`src/rtl/pid_pkg.sv`:
```
// Shared types and helpers for the multi-channel velocity-form PID controller.
package pid_pkg;

  typedef enum logic [1:0] {
    S_IDLE = 2'd0,
    S_MUL  = 2'd1,
    S_ACC  = 2'd2,
    S_OUT  = 2'd3
  } state_t;

  typedef enum logic [1:0] {
    SEL_K1   = 2'd0,
    SEL_K2   = 2'd1,
    SEL_K3   = 2'd2,
    SEL_NONE = 2'd3
  } cfg_sel_t;

  localparam int SAT_W = 64;

  // Clamp x to the signed range of a w-bit word; clipped reports whether it moved.
  function automatic logic signed [SAT_W-1:0] saturate(
    input  logic signed [SAT_W-1:0] x,
    input  int                      w,
    output logic                    clipped
  );
    logic signed [SAT_W-1:0] hi;
    logic signed [SAT_W-1:0] lo;
    hi = (64'sd1 <<< (w - 1)) - 64'sd1;
    lo = -hi - 64'sd1;
    clipped = 1'b1;
    if (x > hi)      saturate = hi;
    else if (x < lo) saturate = lo;
    else begin
      saturate = x;
      clipped  = 1'b0;
    end
  endfunction

endpackage

```
`src/rtl/pid_mc_regfile.sv`:
```
// Per-channel PID history (u_prev, e1, e2) and gains, with one read port,
// one write-back port, a gain config port and a history clear port.
module pid_mc_regfile
  import pid_pkg::*;
#(
  parameter int W      = 8,
  parameter int CH     = 4,
  parameter int GW     = 8,
  parameter int CW     = 2,
  parameter int K1_RST = 107,
  parameter int K2_RST = 104,
  parameter int K3_RST = 2
) (
  input  logic                 clk,
  input  logic                 reset_n,
  input  logic [CW-1:0]        rd_ch,
  output logic signed [W-1:0]  rd_u_prev,
  output logic signed [W-1:0]  rd_e1,
  output logic signed [W-1:0]  rd_e2,
  output logic signed [GW-1:0] rd_k1,
  output logic signed [GW-1:0] rd_k2,
  output logic signed [GW-1:0] rd_k3,
  input  logic                 wb_en,
  input  logic [CW-1:0]        wb_ch,
  input  logic signed [W-1:0]  wb_u,
  input  logic signed [W-1:0]  wb_e1,
  input  logic signed [W-1:0]  wb_e2,
  input  logic                 cfg_we,
  input  logic [CW-1:0]        cfg_ch,
  input  logic [1:0]           cfg_sel,
  input  logic signed [GW-1:0] cfg_data,
  input  logic                 clr_valid,
  input  logic [CW-1:0]        clr_ch
);

  logic signed [W-1:0]  r_u_prev [CH];
  logic signed [W-1:0]  r_e1     [CH];
  logic signed [W-1:0]  r_e2     [CH];
  logic signed [GW-1:0] r_k1     [CH];
  logic signed [GW-1:0] r_k2     [CH];
  logic signed [GW-1:0] r_k3     [CH];
  logic [CW-1:0]        w_rd_idx;

  // Guard against non-power-of-two CH; the FSM only ever reads valid channels.
  assign w_rd_idx  = ({1'b0, rd_ch} < (CW + 1)'(CH)) ? rd_ch : '0;
  assign rd_u_prev = r_u_prev[w_rd_idx];
  assign rd_e1     = r_e1[w_rd_idx];
  assign rd_e2     = r_e2[w_rd_idx];
  assign rd_k1     = r_k1[w_rd_idx];
  assign rd_k2     = r_k2[w_rd_idx];
  assign rd_k3     = r_k3[w_rd_idx];

  // NOTE: this is a small flop array, not a RAM, so every entry gets a reset value.
  always_ff @(posedge clk or negedge reset_n) begin
    if (!reset_n) begin
      for (int i = 0; i < CH; i++) begin
        r_u_prev[i] <= '0;
        r_e1[i]     <= '0;
        r_e2[i]     <= '0;
        r_k1[i]     <= GW'(K1_RST);
        r_k2[i]     <= GW'(K2_RST);
        r_k3[i]     <= GW'(K3_RST);
      end
    end else begin
      for (int i = 0; i < CH; i++) begin
        // NOTE: a clear wins over a same-cycle write-back to the same channel.
        if (clr_valid && clr_ch == CW'(i)) begin
          r_u_prev[i] <= '0;
          r_e1[i]     <= '0;
          r_e2[i]     <= '0;
        end else if (wb_en && wb_ch == CW'(i)) begin
          r_u_prev[i] <= wb_u;
          r_e1[i]     <= wb_e1;
          r_e2[i]     <= wb_e2;
        end
        if (cfg_we && cfg_ch == CW'(i)) begin
          case (cfg_sel_t'(cfg_sel))
            SEL_K1:  r_k1[i] <= cfg_data;
            SEL_K2:  r_k2[i] <= cfg_data;
            SEL_K3:  r_k3[i] <= cfg_data;
            default: ;
          endcase
        end
      end
    end
  end

endmodule

```
`src/rtl/pid_mc.sv`:
```
// Time-multiplexed incremental PID: one error sample in, one saturated
// control word out four cycles later, state kept per channel.
module pid_mc
  import pid_pkg::*;
#(
  parameter  int W      = 8,
  parameter  int CH     = 4,
  parameter  int GW     = 8,
  parameter  int FRAC   = 0,
  parameter  int K1_RST = 107,
  parameter  int K2_RST = 104,
  parameter  int K3_RST = 2,
  localparam int CW     = (CH > 1) ? $clog2(CH) : 1
) (
  input  logic                 clk,
  input  logic                 reset_n,
  input  logic                 in_valid,
  output logic                 in_ready,
  input  logic [CW-1:0]        in_ch,
  input  logic signed [W-1:0]  in_e,
  output logic                 out_valid,
  output logic [CW-1:0]        out_ch,
  output logic signed [W-1:0]  out_u,
  output logic                 out_sat,
  input  logic                 cfg_we,
  input  logic [CW-1:0]        cfg_ch,
  input  logic [1:0]           cfg_sel,
  input  logic signed [GW-1:0] cfg_data,
  input  logic                 clr_valid,
  input  logic [CW-1:0]        clr_ch
);

  localparam int PW = W + GW;
  localparam int AW = W + GW + 3;

  state_t                r_state, w_next;
  logic [CW-1:0]         r_ch;
  logic signed [W-1:0]   r_e;
  logic signed [W-1:0]   r_u_prev;
  logic signed [W-1:0]   r_e1;
  logic signed [PW-1:0]  r_p1, r_p2, r_p3;
  logic                  r_kill;
  logic [CW-1:0]         r_out_ch;
  logic signed [W-1:0]   r_out_u;
  logic                  r_out_sat;

  logic signed [W-1:0]   w_u_prev, w_e1, w_e2;
  logic signed [GW-1:0]  w_k1, w_k2, w_k3;
  logic signed [PW-1:0]  w_p1, w_p2, w_p3;
  logic signed [AW-1:0]  w_acc, w_inc;
  logic signed [AW:0]    w_sum;
  logic signed [W-1:0]   w_u;
  logic                  w_clip;
  logic                  w_in_ch_ok;
  logic                  w_accept;
  logic                  w_wb_en;

  pid_mc_regfile #(
    .W(W), .CH(CH), .GW(GW), .CW(CW),
    .K1_RST(K1_RST), .K2_RST(K2_RST), .K3_RST(K3_RST)
  ) u_regfile (
    .clk       (clk),
    .reset_n   (reset_n),
    .rd_ch     (r_ch),
    .rd_u_prev (w_u_prev),
    .rd_e1     (w_e1),
    .rd_e2     (w_e2),
    .rd_k1     (w_k1),
    .rd_k2     (w_k2),
    .rd_k3     (w_k3),
    .wb_en     (w_wb_en),
    .wb_ch     (r_ch),
    .wb_u      (r_out_u),
    .wb_e1     (r_e),
    .wb_e2     (r_e1),
    .cfg_we    (cfg_we),
    .cfg_ch    (cfg_ch),
    .cfg_sel   (cfg_sel),
    .cfg_data  (cfg_data),
    .clr_valid (clr_valid),
    .clr_ch    (clr_ch)
  );

  assign w_in_ch_ok = {1'b0, in_ch} < (CW + 1)'(CH);
  assign w_accept   = (r_state == S_IDLE) && in_valid;
  assign in_ready   = (r_state == S_IDLE);
  assign out_valid  = (r_state == S_OUT);
  assign out_ch     = r_out_ch;
  assign out_u      = r_out_u;
  assign out_sat    = r_out_sat;
  assign w_wb_en    = (r_state == S_OUT) && !r_kill;

  // Out-of-range channels are consumed in IDLE without starting a pass.
  always_comb begin
    w_next = r_state;
    case (r_state)
      S_IDLE:  if (w_accept && w_in_ch_ok) w_next = S_MUL;
      S_MUL:   w_next = S_ACC;
      S_ACC:   w_next = S_OUT;
      S_OUT:   w_next = S_IDLE;
      default: w_next = S_IDLE;
    endcase
  end

  // Sized casts keep both operands signed and at full product width.
  always_comb begin
    w_p1  = PW'(w_k1) * PW'(r_e);
    w_p2  = PW'(w_k2) * PW'(w_e1);
    w_p3  = PW'(w_k3) * PW'(w_e2);
    w_acc = AW'(r_p1) - AW'(r_p2) + AW'(r_p3);
    w_inc = w_acc >>> FRAC;
    w_sum = (AW + 1)'(r_u_prev) + (AW + 1)'(w_inc);
    w_clip = 1'b0;
    w_u   = W'(saturate(SAT_W'(w_sum), W, w_clip));
  end

  // NOTE: all sequential state uses non-blocking assignment so every flop samples pre-edge values.
  always_ff @(posedge clk or negedge reset_n) begin
    if (!reset_n) begin
      r_state   <= S_IDLE;
      r_ch      <= '0;
      r_e       <= '0;
      r_u_prev  <= '0;
      r_e1      <= '0;
      r_p1      <= '0;
      r_p2      <= '0;
      r_p3      <= '0;
      r_kill    <= 1'b0;
      r_out_ch  <= '0;
      r_out_u   <= '0;
      r_out_sat <= 1'b0;
    end else begin
      r_state <= w_next;
      case (r_state)
        S_IDLE: begin
          if (w_accept && w_in_ch_ok) begin
            r_ch   <= in_ch;
            r_e    <= in_e;
            r_kill <= 1'b0;
          end
        end
        S_MUL: begin
          r_p1     <= w_p1;
          r_p2     <= w_p2;
          r_p3     <= w_p3;
          r_u_prev <= w_u_prev;
          r_e1     <= w_e1;
          if (clr_valid && clr_ch == r_ch) r_kill <= 1'b1;
        end
        S_ACC: begin
          r_out_ch  <= r_ch;
          r_out_u   <= w_u;
          r_out_sat <= w_clip;
          if (clr_valid && clr_ch == r_ch) r_kill <= 1'b1;
        end
        default: ;
      endcase
    end
  end

endmodule

```
`config.mk`:
```
export PLATFORM = sky130hd
export DESIGN_NAME = pid_mc
export DESIGN_NICKNAME = d
export VERILOG_FILES = /design/src/rtl/pid_pkg.sv /design/src/rtl/pid_mc_regfile.sv /design/src/rtl/pid_mc.sv
export SDC_FILE = /design/constraint.sdc
export NUM_CORES = 1
export LEC_CHECK = 0
export ABC_AREA = 1
export BUFFER_PORTS_ARGS = -buffer_cell sky130_fd_sc_hd__buf_4
export CAP_MARGIN = 5
export CELL_PAD_IN_SITES_DETAIL_PLACEMENT = 1
export CELL_PAD_IN_SITES_GLOBAL_PLACEMENT = 2
export CORE_MARGIN = 2
export CORE_UTILIZATION = 36
export CTS_CLUSTER_SIZE = 25
export DETAILED_ROUTE_END_ITERATION = 6
export PLACE_DENSITY_LB_ADDON = 0.12
export SLEW_MARGIN = 20
export SYNTH_ARGS = -nofsm -noshare
export SYNTH_HDL_FRONTEND = slang
export SYNTH_SLANG_ARGS = --single-unit
```
`constraint.sdc`:
```
create_clock -name clk -period 4.57 [get_ports clk]
set_input_delay 0.6855 -clock clk [delete_from_list [all_inputs] [get_ports clk]]
set_output_delay 0.6855 -clock clk [all_outputs]
set_load 0.01 [all_outputs]
```
==> results of run 1 <==
## per-stage QoR
step / util, % / hold WS [ps]
floorplan: - / 390
global placement: 41.9 / 466
detailed placement: 42.0 / 474
CTS: 46.4 / 249
global route: 47.7 / 291
finish: 47.7 / 216
## flip-flops by register name, indices dropped and copies added, names as in the netlist, 16 cells and up
name                flops
u_regfile.r_k2         32
u_regfile.r_k1         32
r_p2                   16
r_p1                   16
u_regfile.r_u_prev     32
u_regfile.r_e1         32
r_p3                   16
u_regfile.r_k3         32
u_regfile.r_e2         32
## worst max-delay path, delay by kind of cell, from the launching register on
family	cells	cell delay [ps]
DFF	1	440
adders and majority gates	5	2140
buffers and inverters	10	920
AOI/OAI and AO/OA	4	820
and+or+nand+nor	10	700
## synth_stat cells (2+ instances only)
cell type / n
a22oi_1: 37
nand3_2: 3
inv_2: 17
dfrtp_1: 244
o2111ai_1: 4
o21ai_1: 10
a22o_1: 3
o21ai_0: 160
xnor2_1: 24
nor2_1: 174
o21ai_2: 2
nand4_1: 4
nor3_1: 8
nand2_1: 466
a21oi_1: 60
o21a_1: 11
or2_2: 8
fa_1: 198
buf_6: 4
a31oi_1: 9
a21o_1: 2
o22ai_1: 120
buf_2: 21
o21bai_1: 5
clkinv_1: 3
xor2_1: 18
nor2_2: 3
clkbuf_1: 55
and2_1: 19
a221oi_2: 12
dfstp_2: 36
nor2_4: 2
buf_4: 6
nand3_1: 67
a41oi_1: 4
inv_1: 527
ha_1: 109
## layout make-up
cell class,count,area (µm²)
Multi-Input combinational cell,1551,13000
Timing Repair Buffer,362,3200
Tap cell,765,957
Clock buffer,51,966
Clock inverter,11,176
Inverter,547,2110
Timing Repair inverter,1,6.26
Sequential cell,280,7050
Fill cell,6652,30200
## kinds of logic (layout without fill, tap and decap cells)
family	count (synthesis)	count (layout)	synth area share [%]
buf+inv	633	972	11.7
fa+ha+maj	307	307	25.4
simple gates	758	758	14.6
flops	280	280	33.6
compound gates	444	444	13.0
xor+xnor	42	42	1.75
## layer usage
layer  routed length, µm  GRT usage, %  up-vias
li1                    -             -     8333
met1               30300          30.0     8916
met2               34200          40.1      256
met3                2110          2.63       94
met4                1780          6.76        0
met5                   0             0        -
## how the worst min path moves through the flow
stage / startpoint / to / slack (ps) / cells past startpoint
floorplan: reset_n / out_ch[0] / 390 / 0
global placement: u_regfile.r_k3[7] / u_regfile.r_k3[7] / 470 / 2
detailed placement: u_regfile.r_k3[15] / u_regfile.r_k3[15] / 470 / 2
finish: reset_n / r_p1[7] / 220 / 1
global route: reset_n / out_u[3] / 290 / 1
CTS: reset_n / r_p1[7] / 250 / 1
## timing repair
action,in CTS,in global routing
setup endpoints to repair,30,31
resized for setup,274,166
pin swaps,102,111
setup buffers,60,33
gates cloned,3,0
endpoints found under the hold margin,0,0
==> metrics.yaml, run 1 <==
r2r-end: "r_p1[14]"
via_per_inst: 4.93
initial_core_util_pct: 36.4
dieArea_mm2: 0.0603
fmax_ghz: 0.196
clock_skew_ps: 25.1
run_status: "finished, violations left"
drt_drc_violations_left: 0
clock_path_buffers: 3
wl_um: 68500
layout.cells.non_filler: 3568
critical_path.max_stage_delay_ps: 500
slew_headroom_pct: 26.5
setup_viol: 28
critPathKind: "flip-flop to flip-flop"
fin_nets: 3114
area_delta_synth_final_pct: 31.0
failed_checks: "setup timing"
pre_cts_slack_ps: -752
synth-main-ff-cell: "dfrtp_1"
synth_seq_area_share_pct: 33.6
drt_iter0_drc: 791
cpMostUsedCell: "nand2_1"
dp_hpwl_um: 51000
ys_async_sr_fraction_pct: 100
synth_top_cell_area_share_pct: 29.1
tns_ps: -10780
synthTopCellsByArea: "dfrtp_1, fa_1, inv_1"
placedCellCount: 3425
final_common_cell: "inv_1"
h-tree-depth: 2
tritoncts: "done"
r2r_slack_ps: -530
synth_top_area_cell: "dfrtp_1"
path_clk_slew_ps: 60
portBuffers: 41
netlist_instances: 2464
synth_edf_count: 0
diodes: 0
startpoint_type: "flip-flop"
grt_max_degree: 109
ant_nets: 0
grt_pass1_vias: 19200
hold_viol: 0
hold_buffers: 0
root_buffer: "clkbuf_16"
dr_total_vias: 17600
period_minus_slack_ps: 5100
globalRouteTotalUtil_pct: 23.0
grt-ovfl-total: 0
clk_latency_ps: 550
yosysWarnings: 0
stdcell_area_mm2: 0.0275
synth_nets: 2800
die_x_um: 246
core_mm2: 0.0577
routabilityCongestion: 0.833
yosysUniqueCellTypes: 46
maxSlewViolCount: 0
synth_area_mm2: 0.0210
reg2regPathDepth: 29
grt_pass1_wl_um: 108000
clkSinkCount: 280
wl_per_cell_um: 19.2
cp.arrival_ps: 5570
ys_ff_latch: 280
pin_count: 42
critical_path_required_ps: 5040
tightest_slew_ps: 1100
min_path_type: "input port to asynchronous set/reset pin"
fin_ws_ps: -527
rsz0062_at_grt: "true"
crit_path_start: "r_ch[1]"
fp.dieH_um: 246
end_kind: "flip-flop"
cts_buffers: 35
cap_violations: 0
worstPathMaxFanout: 7
syn_avg_cell_area_um2: 8.52
final_cell_mix: "inv_1, nand2_1, buf_4"
antenna_found_initial: 0
critPathCapture: "r_p1[14]"
drive_above_1_share_pct: 28.4
first_pass_iters: 5
crit_slowest_cell: "fa_1"
r2r_start: "r_ch[1]"
place_area_mm2: 0.0242
num_rows: 88
fin_crit_sh_pct: 112
Power of run 1 is not shown: default switching activity piles up to over one toggle a cycle in this logic, so the estimate is an artifact.
==> run 2: changes to the inputs <==
--- a/config.mk
+++ b/config.mk
@@ -14,7 +14,7 @@
 export CORE_UTILIZATION = 36
 export CTS_CLUSTER_SIZE = 25
 export DETAILED_ROUTE_END_ITERATION = 6
-export PLACE_DENSITY_LB_ADDON = 0.12
+export PLACE_DENSITY = 0.87
 export SLEW_MARGIN = 20
 export SYNTH_ARGS = -nofsm -noshare
 export SYNTH_HDL_FRONTEND = slang
==> metrics.yaml, run 2 (synthesis gave the netlist of run 1 again) <==
period_minus_slack_ps: 5130
wl_met3_um: 2070
fin_nets: 3053
failed_checks: "hold timing, setup timing"
seq_area_mm2: 0.00705
critical_path.max_stage_delay_ps: 530
critical_path_required_ps: 4960
die_x_um: 246
startpoint_type: "flip-flop"
clkSinkCount: 280
clock_path_buffers: 3
place_area_mm2: 0.0242
worstPathMaxFanout: 8
crit_slowest_cell: "fa_1"
cpMostUsedCell: "fa_1"
cts_buffers: 34
crit_chain: "buf_12 -> nor2_4 -> buf_12 -> buf_6 -> a21oi_2 -> o21a_2 -> inv_4 -> buf_4 -> nand2_1 -> fa_2 -> fa_1 -> fa_1 -> fa_1 -> inv_2 -> ha_4 -> nand2_2 -> nand2_2 -> a31oi_4 -> inv_2 -> a21oi_4 -> o21ai_1 -> or2_2 -> nand3_1 -> o21ai_0"
fin_crit_sh_pct: 112
grt-ovfl-total: 0
final_common_cell: "inv_1"
fmax_ghz: 0.195
via_per_inst: 5.01
drt_iter0_drc: 892
stdcell_area_mm2: 0.0265
wl_um: 67300
portBuffers: 41
clock_skew_ps: 29.2
root_buffer: "clkbuf_16"
post-route-util_pct: 45.9
fin_ws_ps: -560
multiInputGateArea_mm2: 0.0126
h-tree-depth: 2
globalRouteTotalUtil_pct: 22.6
dr_total_vias: 17600
tritoncts: "done"
hold_buffers: 0
num-fill-cells: 6728
hold_slack_ps: -2.61
cp_top_family: "adder cells"
clk_latency_ps: 560
min_path_type: "input port to asynchronous set/reset pin"
dp_hpwl_um: 50800
cap_violations: 0
drt_drc_violations_left: 0
grt_pass1_vias: 19600
rsz0062_at_grt: "true"
num_rows: 88
antenna_found_initial: 0
wl_met1_um: 30100
top_layer: "met4"
diodes: 0
slew_headroom_pct: 22.0
routabilityCongestion: 0.842
final_cell_mix: "inv_1, nand2_1, buf_4"
dr_wl_met2_um: 34100
setup_viol: 28
path_buf_inv: 7
area_delta_synth_final_pct: 26.1
pin_count: 42
hold_viol: 4
fp.dieH_um: 246
wl_per_cell_um: 19.2
run_status: "finished, violations left"
initial_core_util_pct: 36.4
maxSlewViolCount: 0
drive_above_1_share_pct: 23.8
tightest_slew_ps: 1170
dieArea_mm2: 0.0603
core_mm2: 0.0577
path_clk_slew_ps: 60
cp.arrival_ps: 5520
first_pass_iters: 5
ant_nets: 0
critPathKind: "flip-flop to flip-flop"
grt_max_degree: 132
grt_pass1_wl_um: 108000
end_kind: "flip-flop"
run 2: cell types whose count changed in the layout (fill, tap and decap cells not counted), moves of 7 or more:
cell     change
buf_6       -34
nand2_1     +10
buf_4       -29
nor2_4       -9
inv_4        -7
inv_1       +21
o21ai_0     +13
nor2_1      +12
nand2_2      -7
o21ai_2      -8
inv_2       -13
run 2: timing repair:
action	4_1_cts	5_1_grt
pin swaps	38	34
buffers inserted	17	15
resized for setup	151	118
setup endpoints to repair	30	32
run 2: stage by stage:
step / hold WS (ps) / setup TNS, ps / setup slack (ps) / instances
after floorplan: 390 / -1010 / -194 / 2464
after global placement: 468 / -10170 / -577 / 3416
after detailed placement: 475 / -13620 / -744 / 3416
after CTS: 271 / -8490 / -506 / 3495
after global routing: 10.1 / -16220 / -762 / 3508
final: -2.61 / -10280 / -560 / 3508
run 2: routing by layer:
metal	global-route usage [%]	up-vias
met3	2.52	77
met2	40.2	254
met4	4.60	0
met5	0	-
met1	29.6	9050
li1	-	8209
run 2: worst reg2reg max path, cell delays in order, from the launching register on:
cell and delay, ps:
dfrtp_2 470, buf_12 160, nor2_4 190, buf_12 190, buf_6 120, a21oi_2 60
o21a_2 200, inv_4 110, buf_4 100, nand2_1 50, fa_2 380, fa_1 530
fa_1 440, fa_1 510, inv_2 50, ha_4 230, nand2_2 90, nand2_2 80
a31oi_4 180, inv_2 100, a21oi_4 170, o21ai_1 80, or2_2 270, nand3_1 70
o21ai_0 110
run 2: worst paths after layout:
path                          start                end  depth (start not counted)  slack, ps
setup / recovery            r_ch[0]           r_p2[13]                         24       -560
hold / removal              reset_n  u_regfile.r_k3[3]                          1         -3
setup reg to reg            r_ch[0]           r_p2[13]                         24       -560
hold reg to reg            r_p3[10]           r_p3[10]                          2        490
max in group asynchronous   reset_n            out_sat                          3       3250
min in group clk            in_e[2]             r_e[2]                          3        380
run 2: final cells by class:
type / instances / share of cell area [%]
Timing Repair Buffer: 303 / 10.1
Tap cell: 765 / 3.62
Clock buffer: 53 / 3.79
Sequential cell: 280 / 26.6
Clock inverter: 9 / 0.491
Inverter: 547 / 7.85
Multi-Input combinational cell: 1551 / 47.5
Power of run 2 is left out for the same reason.
